==> src/rtl/alu_pkg.sv <==
// alu_pkg: ALUFN opcodes, opcode legality check and controller state encoding
package alu_pkg;
   localparam logic [5:0] ALU_ADD   = 6'b100000;
   localparam logic [5:0] ALU_SUB   = 6'b100001;
   localparam logic [5:0] ALU_CMPEQ = 6'b100100;
   localparam logic [5:0] ALU_CMPLT = 6'b100101;
   localparam logic [5:0] ALU_CMPLE = 6'b100110;
   localparam logic [5:0] ALU_AND   = 6'b101000;
   localparam logic [5:0] ALU_OR    = 6'b101001;
   localparam logic [5:0] ALU_XOR   = 6'b101010;
   localparam logic [5:0] ALU_XNOR  = 6'b101011;
   localparam logic [5:0] ALU_SHL   = 6'b101100;
   localparam logic [5:0] ALU_SHR   = 6'b101101;
   localparam logic [5:0] ALU_SRA   = 6'b101110;
   localparam logic [5:0] ALU_A     = 6'b111111;

   typedef enum logic [1:0] {ST_IDLE, ST_EXEC, ST_RESP} state_t;

   function automatic logic alufn_legal(input logic [5:0] fn);
      return fn inside {ALU_ADD, ALU_SUB, ALU_CMPEQ, ALU_CMPLT, ALU_CMPLE, ALU_AND, ALU_OR,
                        ALU_XOR, ALU_XNOR, ALU_SHL, ALU_SHR, ALU_SRA, ALU_A};
   endfunction
endpackage

==> src/rtl/rr_arb2.sv <==
// rr_arb2: two-input round-robin grant; the requester named by prio wins a tie
module rr_arb2 (
   input  logic [1:0] req,
   input  logic       prio,
   output logic       grant_valid,
   output logic       grant_idx
);
   assign grant_valid = |req;
   assign grant_idx   = req[prio] ? prio : !prio;
endmodule

==> src/rtl/alu_share_ctrl.sv <==
// alu_share_ctrl: shares one combinational ALU between the control unit (0) and
// the feature-extraction engine (1) with round-robin grant and per-requester responses
module alu_share_ctrl
   import alu_pkg::*;
#(
   parameter int WIDTH = 32
) (
   input  logic             clk,
   input  logic             reset,
   input  logic             req0_valid,
   output logic             req0_ready,
   input  logic [5:0]       req0_fn,
   input  logic [WIDTH-1:0] req0_a,
   input  logic [WIDTH-1:0] req0_b,
   input  logic             req1_valid,
   output logic             req1_ready,
   input  logic [5:0]       req1_fn,
   input  logic [WIDTH-1:0] req1_a,
   input  logic [WIDTH-1:0] req1_b,
   output logic             rsp0_valid,
   input  logic             rsp0_ready,
   output logic [WIDTH-1:0] rsp0_y,
   output logic             rsp0_err,
   output logic             rsp1_valid,
   input  logic             rsp1_ready,
   output logic [WIDTH-1:0] rsp1_y,
   output logic             rsp1_err,
   output logic [5:0]       alu_fn,
   output logic [WIDTH-1:0] alu_a,
   output logic [WIDTH-1:0] alu_b,
   input  logic [WIDTH-1:0] alu_y,
   output logic             busy
);
   state_t           state_q;
   logic             prio_q, owner_q, illegal_q, err_q;
   logic [5:0]       alu_fn_q, fn_d;
   logic [WIDTH-1:0] alu_a_q, alu_b_q, y_q, a_d, b_d;
   logic             grant_valid, grant_idx, idle, rsp_ready;

   rr_arb2 u_arb (
      .req        ({req1_valid, req0_valid}),
      .prio       (prio_q),
      .grant_valid(grant_valid),
      .grant_idx  (grant_idx)
   );

   // ready is gated by reset so nothing is offered while reset is held
   assign idle       = state_q == ST_IDLE && !reset;
   assign req0_ready = idle && grant_valid && !grant_idx;
   assign req1_ready = idle && grant_valid && grant_idx;
   assign fn_d       = grant_idx ? req1_fn : req0_fn;
   assign a_d        = grant_idx ? req1_a : req0_a;
   assign b_d        = grant_idx ? req1_b : req0_b;
   assign rsp_ready  = owner_q ? rsp1_ready : rsp0_ready;
   assign rsp0_valid = state_q == ST_RESP && !owner_q;
   assign rsp1_valid = state_q == ST_RESP && owner_q;
   assign rsp0_y     = rsp0_valid ? y_q : '0;
   assign rsp1_y     = rsp1_valid ? y_q : '0;
   assign rsp0_err   = rsp0_valid && err_q;
   assign rsp1_err   = rsp1_valid && err_q;
   assign alu_fn     = alu_fn_q;
   assign alu_a      = alu_a_q;
   assign alu_b      = alu_b_q;
   assign busy       = state_q != ST_IDLE;

   always_ff @(posedge clk or posedge reset) begin
      if (reset) begin
         state_q   <= ST_IDLE;
         prio_q    <= 1'b0;
         owner_q   <= 1'b0;
         illegal_q <= 1'b0;
         err_q     <= 1'b0;
         alu_fn_q  <= '0;
         alu_a_q   <= '0;
         alu_b_q   <= '0;
         y_q       <= '0;
      end else begin
         case (state_q)
            ST_IDLE: if (grant_valid) begin
               alu_fn_q  <= fn_d;
               alu_a_q   <= a_d;
               alu_b_q   <= b_d;
               owner_q   <= grant_idx;
               illegal_q <= !alufn_legal(fn_d);
               state_q   <= ST_EXEC;
            end
            ST_EXEC: begin
               y_q     <= illegal_q ? '0 : alu_y;
               err_q   <= illegal_q;
               state_q <= ST_RESP;
            end
            ST_RESP: if (rsp_ready) begin
               prio_q  <= !owner_q;
               state_q <= ST_IDLE;
            end
            default: state_q <= ST_IDLE;
         endcase
      end
   end
endmodule

==> config.mk <==
export PLATFORM = sky130hd
export DESIGN_NAME = alu_share_ctrl
export DESIGN_NICKNAME = d
export VERILOG_FILES = /design/src/rtl/alu_pkg.sv /design/src/rtl/rr_arb2.sv /design/src/rtl/alu_share_ctrl.sv
export SDC_FILE = /design/constraint.sdc
export NUM_CORES = 1
export LEC_CHECK = 0
export BUFFER_PORTS_ARGS = -buffer_cell sky130_fd_sc_hd__buf_4
export CORE_MARGIN = 4
export CORE_UTILIZATION = 35
export CTS_CLUSTER_DIAMETER = 60
export DETAILED_ROUTE_END_ITERATION = 8
export GPL_TIMING_DRIVEN = 1
export PLACE_DENSITY = 0.75
export SYNTH_ARGS = -nofsm -noshare
export SYNTH_HDL_FRONTEND = slang
export SYNTH_SLANG_ARGS = --single-unit
==> constraint.sdc <==
create_clock -name clk -period 2.8 [get_ports clk]
set_input_delay 0.14 -clock clk [delete_from_list [all_inputs] [get_ports clk]]
set_output_delay 0.14 -clock clk [all_outputs]
set_load 0.005 [all_outputs]
==> results of run 1 <==
## placed cells by master (no fill, tap or decap), drive strengths merged
master      n
buf       327
a211oi      1
mux2        2
mux2i      71
and2       34
nor2b       1
or2         2
o221ai      1
nor2        2
o221a       1
dfrtp     108
a21oi       1
a32o        1
bufinv      2
or4bb       1
nand2     105
nand2b     35
clkinvlp    2
inv         9
and3       34
nand3       3
clkbuf     10
nor3        1
and2b       1
o21ai     106
## sequential cells by signal, indices dropped and copies added (netlist names)
register,count
alu_a,32
state_q,2
y_q,32
owner_q,1
prio_q,1
alu_b,32
alu_fn,6
illegal_q,1
err_q,1
## worst max-delay path: cells and delay by family (launching register included)
family | cells | cell delay (ns)
buffers and inverters | 2 | 0.23
flip-flops | 1 | 0.38
AND/OR/NAND/NOR | 3 | 1.03
## cell families (layout without fill, tap and decap cells)
logic type,Yosys count,after routing,share of synthesized area
buf+inv,52,350,0.0558
compound gates,111,111,0.106
simple gates,219,219,0.206
flops,108,108,0.498
mux,73,73,0.135
## through the flow
step,cells,instance area (sq um)
after detailed placement,1033,7880
after global routing,1049,8210
after CTS,1049,8210
after floorplan,563,5430
after global placement,1033,7880
final,1049,8210
## power by group
part	internal, mW	switching (mW)
sequential	2.22	0.434
combinational	1.52	1.51
clock	0.819	0.593
total	4.55	2.53
## routing by layer
metal	wire length, microns	GRT usage
met1	6330	0.215
met2	8110	0.312
met3	1650	0.0646
met4	299	0.0606
met5	0	0
## worst max-delay path by stage
| stage | startpoint | to | slack, ns | cells past startpoint |
|---|---|---|---|---|
| finish | state_q[0] | req0_ready | 0.65 | 5 |
| global route | state_q[0] | req0_ready | 0.47 | 5 |
| CTS | state_q[0] | req0_ready | 0.59 | 5 |
| detailed placement | state_q[0] | alu_b[12] | 0.95 | 4 |
| global placement | state_q[0] | req0_ready | 1.0 | 5 |
| floorplan | reset | req0_ready | 0.55 | 2 |
## cell type report
cell class / instances / area [sq um]
fill: 1422 / 6990
multi-input combinational: 403 / 2440
inverter: 7 / 30.0
clock inverter: 6 / 93.8
clock buffer: 10 / 239
tap: 188 / 235
timing repair buffer: 327 / 2470
sequential: 108 / 2700
## synth_stat cells
master,number
dfrtp_1,108
nand2_1,105
mux2i_1,71
o21ai_1,71
nand2b_1,35
o21ai_0,35
and2_1,34
and3_1,34
clkbuf_1,28
buf_6,7
buf_4,6
inv_1,6
nand3_1,3
mux2_2,2
nor2_1,2
a211oi_1,1
a21oi_1,1
a32o_1,1
and2b_1,1
buf_12,1
buf_2,1
buf_8,1
clkbuf_4,1
inv_2,1
nor2b_1,1
nor3_4,1
o221a_2,1
o221ai_1,1
or2_1,1
or2_4,1
or4bb_1,1
==> results.ini, run 1 <==
[setup_path]
rr_startpoint = state_q[0]
startpoint_type = flop
crit_path_end_kind = primary output
rrSetupSlack_ns = 0.95
path_max_fanout = 86
r2r-end = alu_fn[4]
worstPathCellList = or2_4 > or2_4 > inv_2 > and3_1 > buf_4
cpPeakStageDelay_ns = 0.68
cp_common_cell = or2_4
crit_type = flop to primary output
crit_required_ns = 2.66
rr_worst_depth = 4
critical_path.slowest_cell = or2_4
crit_arrival_ns = 2.01

[sta]
finalHoldViolCount = 0
rsz0062_at_grt = no
tightestPinTransition_ns = 0.901
relSlewSlack = 0.399
setup_viol = 0
hold_slack_ns = 0.0136
slew_violations = 0
clock.fmax_mhz = 466
fin_crit_ns = 2.15
finClkSkew_ns = 0.00784
setup-tns-final_ns = 0
finalCritPeriodShare = 0.767
setup_ws_ns = 0.652

[synthesis]
syn_area_per_cell_sq_um = 9.64
synth_top_cell_by_area = dfrtp_1
seq_area_frac_synth = 0.498
yosys_warnings = 0
syn-cell-area_sq_um = 5430
synth_top_area_frac = 0.498
syn-num-nets = 741
synth.area.top_cells = dfrtp_1 50%, mux2i_1 13%, nand2_1 7.3%
yosys.cell_types.count = 31
ys_ff_latch = 108
synth_cells = 563

[power_and_ir_drop]
p_leak_nw = 4.35
power.density_nw_per_um2 = 863
peakVddDrop_mv = 0.441
p_total_mw = 7.09

[routing]
drt_first_pass_iters = 4
via_count = 4919
wirelength_microns = 16400
ant_nets = 0
avgViaCountPerCell = 4.69
wl_per_cell_microns = 15.6
drc = 0
dr.first_iter.drc_count = 197

[clock_network]
root_buffer = clkbuf_16
post_cts_buffers = 0
cts_num_sinks = 108
cts_tree = built
cts_resized = 0
htreeDepth = 3
clk_pin_slew_ns = 0.08
clock_latency_ns = 0.35
numCtsBuffers = 9
hold_buffers = 0
clock_path_buffers = 2

[floorplanning]
start_util = 0.357
die_width_microns = 133
die_h_microns = 133
io_pins = 319
die-area_sq_um = 17600
placement_rows = 45
coreArea_sq_um = 15200

[grt]
grt_use_total = 0.183
grt_overflow = 0
grt_pass1_wl_microns = 25800
grt_pass1_vias = 4925
grt_start_max_net_pins = 87
grt_antenna_before_repair = 0

[cells_and_area]
area_growth_pct = 51.3
final_core_utilization = 0.540
layout.nets = 1034
num_antenna_cells = 0
layout-drive-gt1-share = 0.411

[placement]
port_buffers = 318
hpwlAfterDp_microns = 12600
dpl_worst_slack_ns = 0.946
gp_congestion = 0.798

[flow_run]
cap_violations = 0

[outcome]
outcome = complete, no violations

[min_path]
hold_path_class = input pin to async pin

(Power assumes the default switching activity.)
==> inputs of run 2 (changes only) <==
--- a/config.mk
+++ b/config.mk
@@ -11,7 +11,7 @@
 export CTS_CLUSTER_DIAMETER = 60
 export DETAILED_ROUTE_END_ITERATION = 8
 export GPL_TIMING_DRIVEN = 1
-export PLACE_DENSITY = 0.75
+export PLACE_DENSITY = 0.73
 export SYNTH_ARGS = -nofsm -noshare
 export SYNTH_HDL_FRONTEND = slang
 export SYNTH_SLANG_ARGS = --single-unit
==> constraint.sdc (replaced) <==
create_clock -name clk -period 2.2 [get_ports clk]
set_input_delay 0.11 -clock clk [delete_from_list [all_inputs] [get_ports clk]]
set_output_delay 0.11 -clock clk [all_outputs]
set_load 0.005 [all_outputs]
==> results.ini, run 2 (synthesized netlist as in run 1, its figures left out) <==
[outcome]
outcome = complete, but fails checks  ; was complete, no violations
violations = negative hold slack

[setup_path]
cpPeakStageDelay_ns = 0.45  ; was 0.68 ns
rrSetupSlack_ns = 0.48  ; was 0.95 ns
startpoint_type = flop  ; unchanged
crit_path_end_kind = primary output  ; unchanged
rr_worst_depth = 5  ; was 4
critical_path.slowest_cell = dfrtp_1  ; was or2_4
crit_arrival_ns = 1.80  ; was 2.01 ns
crit_type = flop to primary output  ; unchanged
rr_startpoint = state_q[0]  ; unchanged
crit_required_ns = 2.09  ; was 2.66 ns
worstPathCellList = mux2i_4 > buf_12 > and3_1 > buf_4  ; was or2_4 > or2_4 > inv_2 > and3_1 > buf_4
r2r-end = alu_b[30]  ; was alu_fn[4]
path_max_fanout = 51  ; was 86

[routing]
wl_per_cell_microns = 15.6  ; about the same
dr.first_iter.drc_count = 182  ; was 197
avgViaCountPerCell = 4.69  ; about the same
drt_first_pass_iters = 4  ; unchanged
ant_nets = 0  ; unchanged
wirelength_microns = 16400  ; about the same
drc = 0  ; unchanged
via_count = 4927  ; was 4919

[cells_and_area]
final_cell_mix = 326 x buf_4, 108 x dfrtp_1, 105 x nand2_1  ; unchanged
final_core_utilization = 0.540  ; about the same
multiInputGateArea_sq_um = 2440  ; unchanged
num_antenna_cells = 0  ; unchanged
fill_cells = 1469  ; was 1422
area_growth_pct = 51.2  ; was 51.3%
layout-drive-gt1-share = 0.411  ; about the same
final_common_cell = buf_4  ; unchanged
layout.nets = 1036  ; was 1034
ff_latch_area_sq_um = 2700  ; unchanged

[power_and_ir_drop]
p_total_mw = 8.84  ; was 7.09 mW
peakVddDrop_mv = 0.447  ; was 0.441 mV
p_leak_nw = 4.35  ; about the same
power.density_nw_per_um2 = 1080  ; was 863 nW/um^2

[floorplanning]
coreArea_sq_um = 15200  ; unchanged
die-area_sq_um = 17600  ; unchanged
die_h_microns = 133  ; unchanged
die_width_microns = 133  ; unchanged
start_util = 0.357  ; unchanged
placement_rows = 45  ; unchanged
io_pins = 319  ; unchanged

[clock_network]
post_cts_buffers = 0  ; unchanged
cts_tree = built  ; unchanged
clock_path_buffers = 2  ; unchanged
cts_resized = 0  ; unchanged
clk_pin_slew_ns = 0.07  ; was 0.08 ns
cts_num_sinks = 108  ; unchanged
hold_buffers = 0  ; unchanged
clock_latency_ns = 0.34  ; was 0.35 ns
htreeDepth = 3  ; unchanged
root_buffer = clkbuf_16  ; unchanged
numCtsBuffers = 9  ; unchanged

[placement]
dpl_worst_slack_ns = 0.490  ; was 0.946 ns
gp_congestion = 0.772  ; was 0.798
hpwlAfterDp_microns = 12900  ; was 12600 microns
port_buffers = 318  ; unchanged

[sta]
clock.fmax_mhz = 525
setup_ws_ns = 0.294  ; was 0.652 ns
setup_viol = 0  ; unchanged
hold_slack_ns = -0.0173  ; was 0.0136 ns
setup-tns-final_ns = 0  ; unchanged
fin_crit_ns = 1.91
tightestPinTransition_ns = 0.731  ; was 0.901 ns
relSlewSlack = 0.513  ; was 0.399
finalCritPeriodShare = 0.866
finalHoldViolCount = 6  ; was 0
finClkSkew_ns = 0.00727  ; was 0.00784 ns
rsz0062_at_grt = no  ; unchanged
slew_violations = 0  ; unchanged

[grt]
grt_overflow = 0  ; unchanged
grt_antenna_before_repair = 0  ; unchanged
grt_use_total = 0.184  ; was 0.183
grt_pass1_vias = 4881  ; was 4925
grt_start_max_net_pins = 73  ; was 87
grt_pass1_wl_microns = 25800  ; about the same

[min_path]
hold_path_class = input pin to async pin  ; unchanged

[flow_run]
cap_violations = 0  ; unchanged

[run 2: changes by cell type in the layout (fill, tap and decap cells not counted)]
| cell | previous run | this run |
|---|---|---|
| buf_12 | 1 | 3 |
| bufinv_16 | 2 | 0 |
| clkinvlp_4 | 2 | 3 |
| inv_6 | 3 | 0 |
| clkbuf_8 | 1 | 3 |
| clkinv_2 | 0 | 1 |
| clkbuf_1 | 0 | 1 |
[run 2: final cells by class]
type / instances / share of cell area
Multi-Input combinational cell: 403 / 0.298
Timing Repair Buffer: 329 / 0.305
Sequential cell: 108 / 0.329
Inverter: 7 / 0.00366
Tap cell: 188 / 0.0287
Clock inverter: 3 / 0.00244
Clock buffer: 13 / 0.0329
[run 2: where the power goes]
part / internal, mW / switching [mW] / leakage [nW]
registers: 2.82 / 0.527 / 1.36
logic: 1.96 / 1.96 / 2.85
clock network: 0.860 / 0.704 / 0.138
total: 5.65 / 3.19 / 4.35
[run 2: how the worst max path moves through the flow]
stage | from | to | slack [ns] | depth (start not counted)
after floorplan | reset | req0_ready | 0.01 | 2
after global placement | state_q[0] | alu_a[5] | 0.54 | 5
after detailed placement | state_q[0] | alu_b[30] | 0.49 | 5
after CTS | prio_q | req0_ready | 0.23 | 4
after global routing | prio_q | req0_ready | 0.21 | 4
final | prio_q | req0_ready | 0.29 | 4
[run 2: through the flow]
| stage | instance area, sq um | cells |
|---|---|---|
| final | 8210 | 1051 |
| after global routing | 8210 | 1051 |
| after CTS | 8210 | 1051 |
| after detailed placement | 7920 | 1035 |
| after global placement | 7920 | 1035 |
| after floorplan | 5430 | 563 |
[run 2: critical path: cells and delay by family (launching register included)]
family / cells / cell delay, ns
multiplexers: 1 / 0.33
buffers and inverters: 2 / 0.44
AND/OR/NAND/NOR: 1 / 0.20
flip-flops: 1 / 0.45
[run 2: layer usage]
| layer | track usage | share of wire | up-vias |
|---|---|---|---|
| met2 | 0.314 | 0.50 | 199 |
| li1 | - | - | 2481 |
| met1 | 0.218 | 0.40 | 2233 |
| met4 | 0.0600 | 0.015 | 0 |
| met3 | 0.0616 | 0.088 | 14 |
| met5 | 0 | 0 | - |
==> inputs of run 3 (changes only) <==
--- a/config.mk
+++ b/config.mk
@@ -5,13 +5,15 @@
 export SDC_FILE = /design/constraint.sdc
 export NUM_CORES = 1
 export LEC_CHECK = 0
+export ABC_AREA = 1
 export BUFFER_PORTS_ARGS = -buffer_cell sky130_fd_sc_hd__buf_4
 export CORE_MARGIN = 4
 export CORE_UTILIZATION = 35
 export CTS_CLUSTER_DIAMETER = 60
 export DETAILED_ROUTE_END_ITERATION = 8
 export GPL_TIMING_DRIVEN = 1
-export PLACE_DENSITY = 0.73
+export PLACE_DENSITY = 0.75
+export REMOVE_ABC_BUFFERS = 1
 export SYNTH_ARGS = -nofsm -noshare
 export SYNTH_HDL_FRONTEND = slang
 export SYNTH_SLANG_ARGS = --single-unit
==> results.ini, run 3 <==
[routing]
wirelength_microns = 18500  ; was 16400 microns
drc = 0  ; unchanged
wl_per_cell_microns = 16.0  ; was 15.6 microns
drt_first_pass_iters = 5  ; was 4
avgViaCountPerCell = 4.77  ; was 4.69
ant_nets = 0  ; unchanged
dr.first_iter.drc_count = 279  ; was 182
via_count = 5504  ; was 4927

[grt]
grt_pass1_vias = 5532  ; was 4881
grt_pass1_wl_microns = 29100  ; was 25800 microns
grt_overflow = 0  ; unchanged
grt_start_max_net_pins = 69  ; was 73
grt_antenna_before_repair = 0  ; unchanged
use_met2 = 0.386  ; was 0.314
top_usage_layer = met2  ; unchanged
grt_use_total = 0.231  ; was 0.184
use_met3 = 0.0493  ; was 0.0616
met1_usage = 0.277  ; was 0.218

[floorplanning]
coreArea_sq_um = 13300  ; was 15200 sq um
io_pins = 319  ; unchanged
die-area_sq_um = 15500  ; was 17600 sq um
start_util = 0.358  ; was 0.357
die_h_microns = 125  ; was 133 microns
die_width_microns = 125  ; was 133 microns
placement_rows = 42  ; was 45

[power_and_ir_drop]
peakVddDrop_mv = 0.539  ; was 0.447 mV
intPower_mw = 5.90  ; was 5.65 mW
p_clk_frac = 0.167  ; was 0.177
p_leak_nw = 4.17  ; was 4.35 nW
p_sw_frac = 0.376  ; was 0.361
power.density_nw_per_um2 = 1120  ; was 1080 nW/um^2
seqPwrFrac = 0.360  ; was 0.379
p_total_mw = 9.47  ; was 8.84 mW
combinationalPowerShare = 0.473  ; was 0.444
switchingPower_mw = 3.56  ; was 3.19 mW

[cells_and_area]
layout.nets = 1152  ; was 1036
num_antenna_cells = 0  ; unchanged
final_cell_mix = 326 x buf_4, 203 x nor2_1, 108 x dfrtp_1  ; was 326 x buf_4, 108 x dfrtp_1, 105 x nand2_1
final_common_cell = buf_4  ; unchanged
area_growth_pct = 78.1  ; was 51.2%
fill_cells = 1106  ; was 1469
final_core_utilization = 0.638  ; was 0.540
layout-drive-gt1-share = 0.364  ; was 0.411

[setup_path]
critPathTopFamily = buffers and inverters  ; was flip-flops
path_max_fanout = 39  ; was 51
crit_buf_inv = 5  ; was 2
crit_required_ns = 2.09  ; about the same
crit_type = flop to primary output  ; unchanged
startpoint_type = flop  ; unchanged
crit_arrival_ns = 1.88  ; was 1.80 ns
critical_path.slowest_cell = dfrtp_1  ; unchanged
rrSetupSlack_ns = 0.55  ; was 0.48 ns
rr_worst_depth = 7  ; was 5
crit_path_end_kind = primary output  ; unchanged
rr_startpoint = prio_q  ; was state_q[0]
worstPathCellList = nor2_1 > inv_2 > a21oi_4 > inv_2 > nor2_2 > inv_4 > buf_12 > nor2_1 > buf_4  ; was mux2i_4 > buf_12 > and3_1 > buf_4
cpPeakStageDelay_ns = 0.39  ; was 0.45 ns
r2r-end = alu_b[25]  ; was alu_b[30]

[min_path]
holdPathEnd = y_q[6]
holdPathStages = 3
hold_path_class = input pin to flop  ; was input pin to async pin
hp-start = alu_y[6]

[sta]
slew_violations = 0  ; unchanged
setup_ws_ns = 0.206  ; was 0.294 ns
rsz0062_at_grt = no  ; unchanged
relSlewSlack = 0.682  ; was 0.513
setup-tns-final_ns = 0  ; unchanged
setup_viol = 0  ; unchanged
fin_crit_ns = 1.99  ; was 1.91 ns
tightestPinTransition_ns = 0.478  ; was 0.731 ns
finalCritPeriodShare = 0.906  ; was 0.866
finalHoldViolCount = 0  ; was 6
finClkSkew_ns = 0.00526  ; was 0.00727 ns
hold_slack_ns = 0.0100  ; was -0.0173 ns
clock.fmax_mhz = 502  ; was 525 MHz

[synthesis]
synth.most_common_cell = nor2_1  ; was dfrtp_1
synth.area.top_cells = dfrtp_1 57%, nor2_1 16%, o22ai_1 8.4%  ; was dfrtp_1 50%, mux2i_1 13%, nand2_1 7.3%
yosys-top-cells-count = 205 x nor2_1, 108 x dfrtp_1, 70 x nand2_1, 64 x o22ai_1, 51 x inv_1  ; was 108 x dfrtp_1, 105 x nand2_1, 71 x mux2i_1, 71 x o21ai_1
syn-cell-area_sq_um = 4760  ; was 5430 sq um
synth_cells = 587  ; was 563
syn_area_per_cell_sq_um = 8.11  ; was 9.64 sq um
ys_ff_latch = 108  ; unchanged
seq_area_frac_synth = 0.567  ; was 0.498
yosys.cell_types.count = 16  ; was 31
synthArstFlopShare = 1.00  ; unchanged
synthFlopType = dfrtp_1  ; unchanged
synth_edf_count = 0  ; unchanged
synth_top_cell_by_area = dfrtp_1  ; unchanged
synth_top_area_frac = 0.567  ; was 0.498
yosys_warnings = 0  ; unchanged

[clock_network]
clk_pin_slew_ns = 0.07  ; about the same
cts_tree = built  ; unchanged
root_buffer = clkbuf_16  ; unchanged
clock_latency_ns = 0.34  ; about the same
htreeDepth = 3  ; unchanged
numCtsBuffers = 9  ; unchanged
cts_num_sinks = 108  ; unchanged
clock_path_buffers = 2  ; unchanged

[placement]
hpwlAfterDp_microns = 13100  ; was 12900 microns
dpl_worst_slack_ns = 0.446  ; was 0.490 ns
gp_congestion = 0.907  ; was 0.772
port_buffers = 318  ; unchanged

[outcome]
outcome = complete, no violations  ; was complete, but fails checks

[flow_run]
cap_violations = 0  ; unchanged

run 3: cell types whose count changed after synthesis, moves of 35 or more:
cell / before / now
inv_1: 6 / 51
mux2i_1: 71 / 0
nand2_1: 105 / 70
nand2b_1: 35 / 0
nor2_1: 2 / 205
o21ai_1: 71 / 0
o22ai_1: 0 / 64
run 3: power by group through the flow:
stage	clock network, mW	registers (mW)	logic (mW)
2_1_floorplan	0	3.40	1.98
3_3_place_gp	0	3.40	4.24
3_5_place_dp	0	3.42	4.34
4_1_cts	1.62	3.40	4.45
5_1_grt	1.69	3.51	4.94
6_report	1.58	3.41	4.48
run 3: kinds of logic (layout without fill, tap and decap cells):
family,after synthesis,in the layout,share of synthesized area
flops,108,108,0.567
compound gates,110,110,0.135
buf+inv,87,479,0.0728
simple gates,282,282,0.225
run 3: area by class of cell:
class | instances | area [sq um] | share of cell area
timing repair buffer | 409 | 3340 | 0.394
sequential | 108 | 2700 | 0.319
multi-input combinational | 392 | 1720 | 0.203
clock buffer | 14 | 274 | 0.0323
tap | 176 | 220 | 0.0260
inverter | 54 | 208 | 0.0245
clock inverter | 2 | 17.5 | 0.00207
run 3: how the worst max path moves through the flow:
| stage | from | endpoint | cells past startpoint |
|---|---|---|---|
| 2_1_floorplan | state_q[0] | alu_a[0] | 6 |
| 3_3_place_gp | state_q[0] | req1_ready | 9 |
| 6_report | state_q[0] | req1_ready | 9 |
| 3_5_place_dp | state_q[0] | req1_ready | 9 |
| 4_1_cts | state_q[0] | req1_ready | 9 |
| 5_1_grt | state_q[0] | req1_ready | 9 |
run 3: tightest hold or removal path: cells and delay by family:
family	cells	cell delay (ns)
AO/OA/AOI/OAI	1	0.07
buffers and inverters	1	0.08
AND/OR/NAND/NOR	1	0.05
run 3: repair_timing:
action / CTS / global route
hold buffers: 77 / 0
resized for setup: 0 / 2
setup endpoints to repair: 0 / 1
buffers inserted: 0 / 2
hold endpoints to repair: 108 / 0
run 3: through the flow:
stage,cell area (sq um),instances
after floorplan,4620,554
after global placement,7400,1060
after detailed placement,7400,1060
after CTS,8460,1153
after global routing,8480,1155
final,8480,1155
run 3: routing by layer:
metal / share of wire / up-vias / routed length, microns
met4: 0.048 / 0 / 885
met1: 0.39 / 2572 / 7230
met3: 0.061 / 60 / 1140
met2: 0.50 / 227 / 9280
met5: 0 / - / 0
li1: - / 2645 / -
